**src/rtl/tdm_demux14.sv**
```systemverilog
// Receive-side TDM demultiplexer: recovers frame alignment from sof, collects
// four interleaved channel beats and publishes each complete frame atomically on y.
module tdm_demux14 #(
  parameter int W = 8
) (
  input  logic           clk,
  input  logic           rst,
  input  logic [W-1:0]   din,
  input  logic           din_valid,
  input  logic           sof,
  output logic [4*W-1:0] y,
  output logic           frame_valid,
  output logic           locked,
  output logic           sync_err,
  output logic [1:0]     slot
);

  typedef enum logic {
    IDLE = 1'b0,
    RUN  = 1'b1
  } state_t;

  state_t       state;
  logic [W-1:0] shadow0;
  logic [W-1:0] shadow1;
  logic [W-1:0] shadow2;

  assign locked = (state == RUN);

  // Slot 3 has no shadow: its beat goes straight into y together with the
  // three held channels, so y only ever changes by whole frames.
  always_ff @(posedge clk) begin
    if (rst) begin
      state       <= IDLE;
      slot        <= 2'd0;
      shadow0     <= '0;
      shadow1     <= '0;
      shadow2     <= '0;
      y           <= '0;
      frame_valid <= 1'b0;
      sync_err    <= 1'b0;
    end else begin
      frame_valid <= 1'b0;
      sync_err    <= 1'b0;
      if (din_valid) begin
        case (state)
          IDLE: begin
            if (sof) begin
              shadow0 <= din;
              slot    <= 2'd1;
              state   <= RUN;
            end
          end
          RUN: begin
            if (sof) begin
              // A mid-frame sof realigns; the partial frame is dropped.
              if (slot != 2'd0) begin
                sync_err <= 1'b1;
                shadow1  <= '0;
                shadow2  <= '0;
              end
              shadow0 <= din;
              slot    <= 2'd1;
            end else begin
              case (slot)
                2'd0: shadow0 <= din;
                2'd1: shadow1 <= din;
                2'd2: shadow2 <= din;
                default: begin
                  y           <= {din, shadow2, shadow1, shadow0};
                  frame_valid <= 1'b1;
                end
              endcase
              slot <= slot + 2'd1;
            end
          end
          default: state <= IDLE;
        endcase
      end
    end
  end

endmodule
```
**config.mk**
```make
export PLATFORM = sky130hd
export DESIGN_NAME = tdm_demux14
export DESIGN_NICKNAME = d
export VERILOG_FILES = /design/src/rtl/tdm_demux14.sv
export SDC_FILE = /design/constraint.sdc
export NUM_CORES = 1
export LEC_CHECK = 0
export ABC_AREA = 1
export BUFFER_PORTS_ARGS = -buffer_cell sky130_fd_sc_hd__buf_2
export CORE_ASPECT_RATIO = 0.9
export CORE_MARGIN = 2
export CORE_UTILIZATION = 54
export CTS_CLUSTER_DIAMETER = 50
export DETAILED_ROUTE_END_ITERATION = 8
export GPL_ROUTABILITY_DRIVEN = 0
export GPL_TIMING_DRIVEN = 1
export PLACE_DENSITY = 0.85
export SLEW_MARGIN = 40
export SYNTH_ARGS = -nofsm -noshare
export SYNTH_HDL_FRONTEND = slang
export SYNTH_SLANG_ARGS = --single-unit
```
**constraint.sdc**
```tcl
create_clock -name clk -period 1.7 [get_ports clk]
set_input_delay 0.255 -clock clk [delete_from_list [all_inputs] [get_ports clk]]
set_output_delay 0.255 -clock clk [all_outputs]
set_load 0.02 [all_outputs]
```
==> flow_metrics.py <==
metrics = {
    "grt": {
        "grt_util_met1": 0.304,
        "use_met2": 0.344,
        "busiest_layer": "met2",
        "antenna_found_initial": 0,
        "gr-total-overflow": 0,
        "met3_usage": 0.0776,
        "grt_pass1_wl_um": 8830,
        "grt_max_degree": 34,
        "grt_pass1_vias": 1998,
        "grt_util_all_layers": 0.232,
    },
    "finish": {
        "antenna_cells": 0,
        "drive_gt1_frac": 0.212,
        "final_util": 0.670,
        "instances_no_fill": 435,
        "syn_to_final_growth_pct": 20.8,
        "nets": 383,
        "fillers": 402,
    },
    "clock_network": {
        "post_cts_resize_count": 0,
        "clk_latency_ns": 0.33,
        "cts_buffers": 9,
        "root_buffer": "clkbuf_8",
        "cts_tree": "built",
        "postCtsHoldBufs": 0,
        "cts_setup_buffers": 0,
        "cts.path.max_buffers": 2,
        "htreeDepth": 3,
        "clk_pin_slew_ns": 0.06,
        "cts_sinks": 61,
    },
    "sta": {
        "slew_headroom": 0.663,
        "fin_tns_setup_ns": 0,
        "timing.fmax_mhz": 678,
        "finalClockSkew_ns": 0.00704,
        "min_period_over_period": 0.867,
        "hold_viol": 0,
        "slew_violations": 0,
        "finalSetupViolCount": 0,
        "layout_min_cycle_time_ns": 1.47,
        "finalHoldWorstSlack_ns": 0.152,
        "rsz0062_at_grt": "false",
        "tightest_slew_ns": 0.505,
    },
    "power": {
        "p_comb_frac": 0.066,
        "swShare": 0.213,
        "power_frac_seq": 0.451,
        "p_per_area_nw_per_um2": 1120,
        "pwr-share-clk": 0.483,
        "internal_power_mw": 2.57,
        "power.switching_mw": 0.697,
        "p_leak_nw": 1.41,
        "vdd_drop_max_v": 0.000542,
    },
    "logic_synthesis": {
        "synthTopCellsByCount": "nor2_1, dfxtp_1, nand2_1, nand3_1, o21ai_0",
        "yosys_warnings": 0,
        "ys.flop_type": "dfxtp_1",
        "syn_nets": 336,
        "yosysSeqAreaShare": 0.503,
        "netlist.area_leader.share": 0.503,
        "synth_area_leaders": "dfxtp_1, nor2_1, nand2_1",
        "synth_most_common_cell": "nor2_1",
        "synthCells": 322,
        "synth_cell_types": 22,
        "syn_area_um2": 2430,
        "synth_edf_count": 0,
        "avgSynthCellArea_um2": 7.53,
        "ys_seq_elements": 61,
        "synth-async-reset-ratio": 0,
        "synth_top_area_cell": "dfxtp_1",
    },
    "worst_setup_path": {
        "start_kind": "register",
        "path_class": "reg -> reg",
        "worstSetupEndpoint": "y[11]$_SDFFE_PP0P_",
        "worstPathRequired_ns": 1.97,
        "cp-startpoint": "slot[0]$_SDFFE_PP0P_",
        "r2r-start": "slot[0]$_SDFFE_PP0P_",
        "r2r_cells": 5,
        "worst_setup_path_end_kind": "register",
        "r2r_slack_ns": 0.23,
        "cp.arrival_ns": 1.74,
        "crit_fanout": 24,
        "r2r_end": "y[11]$_SDFFE_PP0P_",
    },
    "placement": {
        "io_buffers": 48,
        "hpwl_um": 3550,
        "dp.cells": 420,
    },
    "floorplanning": {
        "fp-row-count": 23,
        "ios": 49,
        "die_x_um": 74.7,
        "coreArea_um2": 4370,
        "die_y_um": 67.6,
        "initial_utilization": 0.555,
        "die_area_um2": 5050,
    },
    "detailed_routing": {
        "wl_um": 5230,
        "postRouteAntennaNets": 0,
        "drc": 0,
        "drt_pass1_iterations": 5,
        "drt_iter0_drc": 148,
        "wl_per_cell_um": 12.0,
        "via_per_inst": 4.92,
        "num_vias": 2139,
    },
    "job": {
        "maxCapViolCount": 0,
    },
    "worst_hold_path": {
        "min-delay-path-class": "in -> reg",
    },
    "status": {
        "status": "finished clean",
    },
}
==> cells in the final DEF, fill, tap and decap left out, drive strengths merged <==
master,n
nor2,81
dfxtp,61
nand2,58
buf,53
nand3,26
o21ai,24
a21oi,23
inv,23
clkbuf,11
nand3b,4
bufinv,3
ha,2
nand4,1
xor2,1
nor4,1
clkinv,1
==> how the worst min path moves through the flow <==
stage,endpoint,depth (start not counted),slack [ns],start
6_report,y[27]$_SDFFE_PP0P_,3,0.15,din[3]
4_1_cts,y[27]$_SDFFE_PP0P_,3,0.14,din[3]
2_1_floorplan,locked$_SDFFE_PP0P_,1,0.32,rst
3_3_place_gp,shadow2[7]$_SDFFE_PP0P_,2,0.46,shadow2[7]$_SDFFE_PP0P_
5_1_grt,y[26]$_SDFFE_PP0P_,3,0.17,din[2]
3_5_place_dp,y[24]$_SDFFE_PP0P_,2,0.46,y[24]$_SDFFE_PP0P_
==> stage by stage <==
stage / worst slack (ns) / instance area, um2 / total power, mW
finish: 0.226 / 2930 / 3.27
global placement: 0.333 / 2680 / 1.71
detailed placement: 0.248 / 2680 / 1.72
floorplan: 0.300 / 2430 / 1.66
CTS: 0.218 / 2930 / 3.28
global route: 0.0551 / 2930 / 3.38
==> sequential cells by signal, indices dropped and copies added (netlist names) <==
name / cells
y: 32
shadow0: 8
sync_err: 1
frame_valid: 1
slot: 2
shadow1: 8
shadow2: 8
locked: 1
==> critical path, cell delays in order, from the launching register on <==
cell	delay (ns)
dfxtp_1	0.34
ha_1	0.20
nand4_4	0.25
inv_2	0.41
nor2_1	0.08
nor2_1	0.12
==> power groups by stage <==
stage	clock (mW)	sequential [mW]	combinational [mW]
floorplan	0	1.51	0.147
global placement	0	1.50	0.206
detailed placement	0	1.51	0.210
CTS	1.60	1.47	0.212
global route	1.67	1.48	0.242
finish	1.58	1.47	0.214
==> routing by layer <==
layer | vias to the layer above | wire [um]
met5 | - | 0
met4 | 0 | 107
met3 | 13 | 341
met2 | 72 | 2340
met1 | 946 | 2430
li1 | 1108 | -
==> final cells by class <==
cell class / count / area, um2 / area share
inverters: 23 / 91.3 / 0.0312
flip-flops and latches: 61 / 1220 / 0.417
multi-input cells: 221 / 1000 / 0.342
clock buffers: 11 / 151 / 0.0517
repair buffers: 53 / 290 / 0.0991
clock inverters: 4 / 95.1 / 0.0325
well taps: 62 / 77.6 / 0.0265
==> logic make-up after synthesis <==
| kind of cell | Yosys count | share of synthesized area |
|---|---|---|
| AND/OR/NAND/NOR | 171 | 0.303 |
| flip-flops | 61 | 0.503 |
| AO/OA/AOI/OAI | 47 | 0.0970 |
| buffers and inverters | 40 | 0.0830 |
| adder cells (fa/ha/maj) | 2 | 0.0103 |
| XOR/XNOR | 1 | 0.00361 |
No activity file was read; power rests on OpenSTA's default activity.
